File: src/rtl/mem_port_arbiter.sv
// mem_port_arbiter
//
// Shares the single memory-system port (BIOS / main SDRAM / scratchpad address
// interpreter) among NUM_REQ requesters: 0 = CPU instruction fetch,
// 1 = CPU data, 2 = DMA. Arbitration is round-robin (RR_EN = 1) or fixed
// priority with index 0 highest (RR_EN = 0). A watchdog aborts a transfer
// whose downstream ack never arrives, so no requester can hang.
//
// Handshake (every side, 4-phase level protocol):
//   the initiator raises ren or wen and holds it together with addr/wdata;
//   the target raises ack once the data is done and holds it; the initiator
//   then drops ren/wen; the target drops ack; only then may a new request
//   start. Both ren and wen high at once is treated as a read.
//
// Ports
//   clk, rst            clock; asynchronous active-high reset
//   r_ren, r_wen        per-requester read / write request (level)
//   r_addr, r_wdata     per-requester address / write data, slice i = [32*i +: 32]
//   r_ack, r_err        per-requester ack, and timeout error valid with ack
//   r_rdata             read data broadcast to all requesters
//   m_ren, m_wen        request towards the memory port
//   m_addr, m_wdata     address / write data of the granted requester
//   m_ack, m_rdata      ack and read data from the memory port
//   grant_id            current or last granted requester (debug)
//   arb_state           one-hot FSM state (debug)

module mem_port_arbiter #(
    parameter int NUM_REQ = 3,
    parameter int RR_EN   = 1,
    parameter int TIMEOUT = 255
) (
    input  logic                    clk,
    input  logic                    rst,
    input  logic [NUM_REQ-1:0]      r_ren,
    input  logic [NUM_REQ-1:0]      r_wen,
    input  logic [32*NUM_REQ-1:0]   r_addr,
    input  logic [32*NUM_REQ-1:0]   r_wdata,
    output logic [NUM_REQ-1:0]      r_ack,
    output logic [NUM_REQ-1:0]      r_err,
    output logic [31:0]             r_rdata,
    output logic                    m_ren,
    output logic                    m_wen,
    output logic [31:0]             m_addr,
    output logic [31:0]             m_wdata,
    input  logic                    m_ack,
    input  logic [31:0]             m_rdata,
    output logic [2:0]              grant_id,
    output logic [3:0]              arb_state
);

    localparam int CW = $clog2(TIMEOUT + 1);

    typedef enum logic [3:0] {
        IDLE  = 4'b0001,
        GRANT = 4'b0010,
        RESP  = 4'b0100,
        DRAIN = 4'b1000
    } state_t;

    state_t              state;
    logic [2:0]          rr_ptr;
    logic [CW-1:0]       count;
    logic [CW-1:0]       count_inc;

    logic [NUM_REQ-1:0]  req;
    logic                any_req;
    logic [NUM_REQ-1:0]  g_mask;
    logic                req_g;

    logic [2:0]          win;
    logic                win_found;
    int                  scan_idx;

    assign req       = r_ren | r_wen;
    assign any_req   = |req;
    assign g_mask    = NUM_REQ'(1) << grant_id;
    assign req_g     = |(req & g_mask);
    assign count_inc = count + 1'b1;
    assign arb_state = state;

    // Winner selection. Round-robin scans upward from rr_ptr with wrap;
    // fixed priority scans from index 0. The first asserted request wins.
    always_comb begin
        win       = 3'd0;
        win_found = 1'b0;
        scan_idx  = 0;
        for (int k = 0; k < NUM_REQ; k++) begin
            if (RR_EN != 0) begin
                scan_idx = (int'(rr_ptr) + k) % NUM_REQ;
            end else begin
                scan_idx = k;
            end
            if (!win_found && req[scan_idx]) begin
                win_found = 1'b1;
                win       = 3'(scan_idx);
            end
        end
    end

    always_ff @(posedge clk or posedge rst) begin
        if (rst) begin
            state    <= IDLE;
            rr_ptr   <= 3'd0;
            count    <= '0;
            grant_id <= 3'd0;
            m_ren    <= 1'b0;
            m_wen    <= 1'b0;
            m_addr   <= 32'd0;
            m_wdata  <= 32'd0;
            r_ack    <= '0;
            r_err    <= '0;
            r_rdata  <= 32'd0;
        end else begin
            case (state)
                IDLE: begin
                    // A still-high m_ack belongs to the previous transfer;
                    // starting now would confuse it with the new one.
                    if (any_req && !m_ack) begin
                        grant_id <= win;
                        m_addr   <= r_addr[32*int'(win) +: 32];
                        m_wdata  <= r_wdata[32*int'(win) +: 32];
                        // req[win] is known high, so ren low implies a write.
                        m_ren    <= r_ren[win];
                        m_wen    <= ~r_ren[win];
                        count    <= '0;
                        state    <= GRANT;
                    end
                end

                GRANT: begin
                    count <= count_inc;
                    if (m_ack) begin
                        // An ack arriving on the timeout cycle still counts
                        // as a good transfer, so it is tested first.
                        m_ren   <= 1'b0;
                        m_wen   <= 1'b0;
                        r_rdata <= m_ren ? m_rdata : 32'd0;
                        if (req_g) begin
                            r_ack <= g_mask;
                            r_err <= '0;
                            state <= RESP;
                        end else begin
                            state <= DRAIN;
                        end
                    end else if (count_inc == CW'(TIMEOUT)) begin
                        m_ren   <= 1'b0;
                        m_wen   <= 1'b0;
                        r_rdata <= 32'd0;
                        if (req_g) begin
                            r_ack <= g_mask;
                            r_err <= g_mask;
                            state <= RESP;
                        end else begin
                            state <= DRAIN;
                        end
                    end
                end

                RESP: begin
                    if (!req_g) begin
                        r_ack <= '0;
                        r_err <= '0;
                        state <= DRAIN;
                    end
                end

                DRAIN: begin
                    // Wait for the memory side to complete its handshake
                    // before the port is offered to anyone else.
                    if (!m_ack) begin
                        count <= '0;
                        state <= IDLE;
                        if (RR_EN != 0) begin
                            if (grant_id == 3'(NUM_REQ - 1)) begin
                                rr_ptr <= 3'd0;
                            end else begin
                                rr_ptr <= grant_id + 3'd1;
                            end
                        end
                    end
                end

                default: begin
                    state <= IDLE;
                end
            endcase
        end
    end

endmodule

File: config.mk
export PLATFORM = sky130hd
export DESIGN_NAME = mem_port_arbiter
export DESIGN_NICKNAME = d
export VERILOG_FILES = /design/src/rtl/mem_port_arbiter.sv
export SDC_FILE = /design/constraint.sdc
export NUM_CORES = 1
export LEC_CHECK = 0
export ABC_AREA = 1
export BUFFER_PORTS_ARGS = -buffer_cell sky130_fd_sc_hd__buf_2
export CORE_AREA = 10 10 158 160
export DETAILED_ROUTE_END_ITERATION = 8
export DIE_AREA = 0 0 168 170
export GPL_TIMING_DRIVEN = 1
export SYNTH_ARGS = -nofsm -noshare
export SYNTH_HDL_FRONTEND = slang
export SYNTH_SLANG_ARGS = --single-unit
File: constraint.sdc
create_clock -name clk -period 5 [get_ports clk]
set_clock_uncertainty 0.15 [all_clocks]
set_input_delay 0.5 -clock clk [delete_from_list [all_inputs] [get_ports clk]]
set_output_delay 0.5 -clock clk [all_outputs]
set_load 0.01 [all_outputs]
==> results_dict.tcl, run 1 <==
set metrics [dict create \
    grt_first_pass_wirelength_um 46000 \
    dr.pass1.iters 6 \
    vias 8416 \
    yosys.area_share.simple_pct 40.7 \
    place_hpwl_um 22200 \
    postCtsSetupBuffers 0 \
    worst_pin_slew_ns 0.989 \
    async_flop_share_pct 100 \
    slew_violations 0 \
    ant_nets 0 \
    synthToLayoutAreaGrowth_pct 31.1 \
    synthAdderAreaFrac_pct 2.85 \
    max_freq_mhz 223 \
    clock_latency_ns 0.41 \
    cts_tree "yes" \
    grt_use_total_pct 19.8 \
    syn_inst 1198 \
    cts_hold_buf 0 \
    die_area_mm2 0.0286 \
    synth_top_area_share_pct 38.3 \
    multiInputGateArea_mm2 0.00379 \
    finalCritPeriodShare_pct 89.8 \
    required_ns 5.20 \
    die_height_um 170 \
    rsz0062_at_grt "false" \
    worstPathArrival_ns 4.69 \
    synth_area_mm2 0.00790 \
    start_kind "flip-flop" \
    synth.area.top_cells "dfrtp_1 38%, nand2_1 25%, nand3_1 12%" \
    fp-row-count 54 \
    finalSetupTns_ns 0 \
    place.gp.congestion 0.851 \
    stdcell_count 1812 \
    max-cap-violations 0 \
    core_area_mm2 0.0217 \
    crit_type "reg -> reg" \
    htree_levels 4 \
    die_x_um 168 \
    r2r_slack_ns 0.51 \
    antenna_found_initial 5 \
    setup_viol 0 \
    min_path_type "in -> async" \
    wl_um 29100 \
    synth_top_cells_by_count "516 x nand2_1, 185 x nand3_1, 178 x inv_1" \
    grt-ovfl-total 0 \
    initial_utilization_pct 36.4 \
    synth_compound_area_share_pct 3.06 \
    dp_cells 1775 \
    cts_resized 0 \
    critPathMaxFanout 27 \
    clockBufferDepth 2 \
    yosysWarnings 0 \
    seq_area_mm2 0.00305 \
    cp-end-kind "flip-flop" \
    synth_most_common_cell "nand2_1" \
    synth_top_cell_by_area "dfrtp_1" \
    boundaryPins 344 \
    status "completed" \
    grt_start_max_net_pins 67 \
    final_hold_viol_count 0 \
    seq_area_frac_synth_pct 38.7 \
    cts.clk_slew.worst_paths_ns 0.07 \
    dp_slack_ns 0.523 \
    layout.nets 1765 \
    yosys_most_used_dff "dfrtp_1" \
    postSynthNetCount 1449 \
    synth_top_family_by_area "simple AND/OR/NAND/NOR gates" \
    drt_iter0_markers 518 \
    cts_buffers 17 \
    avgSynthCellArea_um2 6.59 \
    synthMuxAreaShare_pct 0 \
    relSlewSlack_pct 34.0 \
    synth_edf_count 0 \
    fin_ws_ns 0.512 \
    post_drt_wl_per_cell_um 16.0 \
    port_buffers 343 \
    drc_errors 0 \
    synth_xor_area_share_pct 1.22 \
    avgViaCountPerCell 4.64 \
    clock-sinks 122 \
    synth-seq-cells 122 \
    postLayoutCoreUtil_pct 47.7 \
    drive_gt1_share_pct 27.4 \
    nFillCells 2303 \
    first_global_vias 8401 \
    fin_crit_ns 4.49 \
    ys_types 35 \
    cts-root-buf "clkbuf_16" \
]
final timing paths:
check | from | endpoint | cells past startpoint
min in group clk | m_rdata[27] | r_rdata[27]$_DFFE_PP0P_ | 3
worst max-delay path | rr_ptr[0]$_DFFE_PP0P_ | m_wdata[22]$_DFFE_PP0P_ | 23
worst min register to register | r_rdata[25]$_DFFE_PP0P_ | r_rdata[25]$_DFFE_PP0P_ | 2
worst max register to register | rr_ptr[0]$_DFFE_PP0P_ | m_wdata[22]$_DFFE_PP0P_ | 23
max in group asynchronous | rst | count[4]$_DFFE_PP0P_ | 3
worst min-delay path | rst | m_wdata[20]$_DFFE_PP0P_ | 2
cells in the final DEF (no fill, tap or decap), types with 6 or more instances in the layout:
cell       Yosys  routed
buf_2         16     343
buf_4         19       9
clkbuf_16      0      17
dfrtp_1      121     121
ha_1          18      18
inv_1        178     177
inv_2          6       6
nand2_1      516     515
nand2_2        8       9
nand3_1      185     185
nand4_1       10      10
nor2_1        24      22
o21ai_0       17      17
xor2_1        10      10
kinds of logic (layout without fill, tap and decap cells):
family	after synthesis	after routing
XOR/XNOR	11	11
AND/OR/NAND/NOR	760	760
adder cells (fa/ha/maj)	18	18
buffers and inverters	246	575
other	0	5
AO/OA/AOI/OAI	41	41
flip-flops	122	122
cell type report:
| type | count | area share [%] |
|---|---|---|
| multi-input combinational | 830 | 36.6 |
| sequential | 122 | 29.5 |
| timing repair buffer | 356 | 18.0 |
| inverter | 187 | 6.80 |
| clock buffer | 17 | 4.11 |
| tap | 280 | 3.38 |
| clock inverter | 15 | 1.47 |
| antenna | 5 | 0.121 |
sequential cells by signal (all words and copies together), names as in the netlist:
signal / flops
arb_state: 4
count: 8
grant_id: 3
m_addr: 32
m_ren: 1
m_wdata: 32
m_wen: 1
r_ack: 3
r_err: 3
r_rdata: 32
rr_ptr: 3
through the flow:
| stage | hold slack, ns | area, µm² |
|---|---|---|
| 2_1_floorplan | 0.350 | 7900 |
| 3_3_place_gp | 0.308 | 9760 |
| 3_5_place_dp | 0.311 | 9760 |
| 4_1_cts | 0.0459 | 10300 |
| 5_1_grt | 0.0568 | 10400 |
| 6_report | 0.0171 | 10400 |
worst max-delay path, cell delays in order (launching register included):
cell	delay, ns
dfrtp_1	0.58
inv_2	0.16
ha_1	0.36
ha_1	0.24
ha_1	0.21
inv_1	0.11
nand3_2	0.12
nand2_1	0.08
nand2_1	0.09
ha_1	0.21
inv_1	0.16
nand4_1	0.16
nand2_2	0.12
nand2_1	0.07
nand2_2	0.10
nand2_2	0.10
nand3_4	0.07
nand3_2	0.57
buf_4	0.43
nand2_1	0.07
nand3_1	0.06
nand2_1	0.08
nand2_1	0.05
nand2_1	0.07
metal layers:
layer / wire length, µm / up-vias / GRT usage, %
met5: 0 / - / 0
li1: - / 4308 / -
met2: 13900 / 307 / 32.2
met1: 11800 / 3778 / 23.6
met4: 454 / 0 / 5.75
met3: 2920 / 23 / 8.02
Power of run 1 is left out: the tool's default activity adds up to more than one toggle a clock period on the data nets, which glitch-free logic cannot reach.
==> inputs of run 2 (changes only) <==
--- a/config.mk
+++ b/config.mk
@@ -5,11 +5,11 @@
 export SDC_FILE = /design/constraint.sdc
 export NUM_CORES = 1
 export LEC_CHECK = 0
-export ABC_AREA = 1
+export ABC_AREA = 0
 export BUFFER_PORTS_ARGS = -buffer_cell sky130_fd_sc_hd__buf_2
-export CORE_AREA = 10 10 158 160
+export CORE_AREA = 10 10 156 158
 export DETAILED_ROUTE_END_ITERATION = 8
-export DIE_AREA = 0 0 168 170
+export DIE_AREA = 0 0 166 168
 export GPL_TIMING_DRIVEN = 1
 export SYNTH_ARGS = -nofsm -noshare
 export SYNTH_HDL_FRONTEND = slang
==> run 2 against run 1 <==
  * Count of clock-buffer cells in the layout is 1 higher
  * Core utilization grew 0.39 points
  * First-iteration DRC count rose by 19%
  * Die area down 2.4%
  * Critical endpoint is now m_wdata[7]$_DFFE_PP0P_
  * Largest cell class unchanged
  * Highest routed layer unchanged
==> results_dict.tcl, run 2 <==
set metrics [dict create \
    die_x_um 166 \
    fp-row-count 54 \
    cts.clk_slew.worst_paths_ns 0.06 \
    synth_top_cell_by_area "dfrtp_1" \
    r2r_cells 16 \
    syn_inst 920 \
    cts_buffers 17 \
    dr.pass1.iters 5 \
    seq_area_frac_synth_pct 39.5 \
    fin_crit_ns 4.63 \
    slowest_delay_ns 0.53 \
    cts-root-buf "clkbuf_16" \
    clock_latency_ns 0.43 \
    avgSynthCellArea_um2 8.41 \
    rsz0062_at_grt "false" \
    postLayoutCoreUtil_pct 48.1 \
    drive_gt1_share_pct 35.5 \
    first_global_vias 8008 \
    setup_viol 0 \
    synth_top_area_share_pct 39.1 \
    post_drt_wl_per_cell_um 19.0 \
    yosys_most_used_dff "dfrtp_1" \
    finalCritPeriodShare_pct 92.6 \
    postSynthNetCount 1171 \
    required_ns 5.20 \
    port_buffers 343 \
    drc_errors 0 \
    layout.nets 1492 \
    yosysWarnings 0 \
    ys_types 62 \
    synth-seq-cells 122 \
    path_buf_inv 3 \
    hold_ws_ns 0.0751 \
    finalSetupTns_ns 0 \
    nFillCells 2136 \
    avgViaCountPerCell 5.29 \
    ant_nets 0 \
    htree_levels 4 \
    crit_type "reg -> reg" \
    grt_use_total_pct 19.9 \
    worst_pin_slew_ns 1.20 \
    mostFrequentLayoutCells "343 x buf_2, 185 x a21oi_1, 121 x dfrtp_1" \
    drt_iter0_markers 614 \
    grt_first_pass_wirelength_um 45400 \
    relSlewSlack_pct 20.0 \
    cp-end-kind "flip-flop" \
    timing.rr.end "m_wdata[7]$_DFFE_PP0P_" \
    r2r_slack_ns 0.37 \
    start_kind "flip-flop" \
    antenna_found_initial 4 \
    grt_start_max_net_pins 88 \
    place_hpwl_um 22100 \
    clockBufferDepth 2 \
    slew_violations 0 \
    path_cells "buf_4, inv_1, ha_1, or3b_4, a31o_1, or2_2, ha_1, o21a_1, a21oi_2, o32ai_2, nor4_2, a2111oi_4, o21ai_4, buf_4, a21oi_1, a21oi_1" \
    synth_most_common_cell "a21oi_1" \
    boundaryPins 344 \
    critPathMaxFanout 17 \
    final_hold_viol_count 0 \
    r2r-start "rr_ptr[2]$_DFFE_PP0P_" \
    async_flop_share_pct 100 \
    wl_um 29200 \
    initial_utilization_pct 36.1 \
    status "completed" \
    cts_tree "yes" \
    synth.area.top_cells "dfrtp_1 39%, a21oi_1 12%, o2bb2ai_1 7.2%" \
    die_area_mm2 0.0279 \
    vias 8129 \
    die_height_um 168 \
    synth_top_cells_by_count "185 x a21oi_1, 121 x dfrtp_1, 98 x nor2_1" \
    core_area_mm2 0.0214 \
    clock-sinks 122 \
    max_freq_mhz 216 \
    place.gp.congestion 0.872 \
    synthToLayoutAreaGrowth_pct 33.2 \
    worstPathArrival_ns 4.83 \
    max-cap-violations 0 \
    synth_edf_count 0 \
    crit_family "compound AO/OA/AOI/OAI gates" \
    reg_top3 "m_addr x32, m_wdata x32, r_rdata x32" \
    synth_area_mm2 0.00774 \
    crit_slowest_cell "o21ai_4" \
    min_path_type "in -> async" \
    grt-ovfl-total 0 \
    layout_commonest_cell "buf_2" \
]
[run 2: worst register-to-register path, stage by stage, from the launching register on]
cell and delay [ns]:
dfrtp_1 0.49, buf_4 0.19, inv_1 0.07, ha_1 0.22, or3b_4 0.42, a31o_1 0.25
or2_2 0.31, ha_1 0.21, o21a_1 0.15, a21oi_2 0.26, o32ai_2 0.15, nor4_2 0.47
a2111oi_4 0.08, o21ai_4 0.53, buf_4 0.35, a21oi_1 0.09, a21oi_1 0.17
[run 2: worst max-delay path by stage]
stage	from	endpoint	cells past startpoint
5_1_grt	rr_ptr[2]$_DFFE_PP0P_	m_addr[14]$_DFFE_PP0P_	18
2_1_floorplan	rr_ptr[1]$_DFFE_PP0P_	m_ren$_DFFE_PP0P_	18
6_report	rr_ptr[2]$_DFFE_PP0P_	m_wdata[7]$_DFFE_PP0P_	16
3_5_place_dp	rr_ptr[1]$_DFFE_PP0P_	m_addr[14]$_DFFE_PP0P_	19
4_1_cts	rr_ptr[1]$_DFFE_PP0P_	m_addr[14]$_DFFE_PP0P_	19
3_3_place_gp	rr_ptr[1]$_DFFE_PP0P_	m_addr[14]$_DFFE_PP0P_	19
[run 2: final cells by class]
class	instances	area, µm²	area share, %
diodes	5	12.5	0.121
clock buffers	18	439	4.26
clock inverters	13	120	1.17
inverters	13	51.3	0.498
multi-input cells	719	4320	41.9
flip-flops and latches	122	3050	29.6
well taps	280	350	3.40
repair buffers	368	1960	19.0
[run 2: kinds of logic after synthesis]
logic type	share of synthesized area [%]
xor gates and xnor gates	1.36
DFF	39.5
adders and majority gates	2.91
muxes	1.16
and+or+nand+nor	19.0
AOI/OAI and AO/OA	30.7
buffers and inverters	5.45
[run 2: what timing repair did]
item | in CTS | in global routing
endpoints found under the setup margin | 0 | 66
hold buffers | 0 | 0
setup buffers | 0 | 0
gates resized for setup | 0 | 4
[run 2: routing by layer]
metal	wire length (µm)	track usage (%)	vias to the layer above	part of all wire, %
met5	0	0	-	0
met2	13400	31.0	349	46
met1	12500	24.9	3804	43
li1	-	-	3938	-
met4	639	7.05	0	2.2
met3	2660	7.36	38	9.1
[run 2: metrics by stage]
step                      instances  cell area [µm²]  setup slack [ns]
after CTS                      1533            10300             0.212
after detailed placement       1502             9710             0.226
after global routing           1536            10300            0.0171
after global placement         1502             9710             0.363
final                          1538            10300             0.371
after floorplan                 920             7740             0.525
Power of run 2 is left out for the same reason.
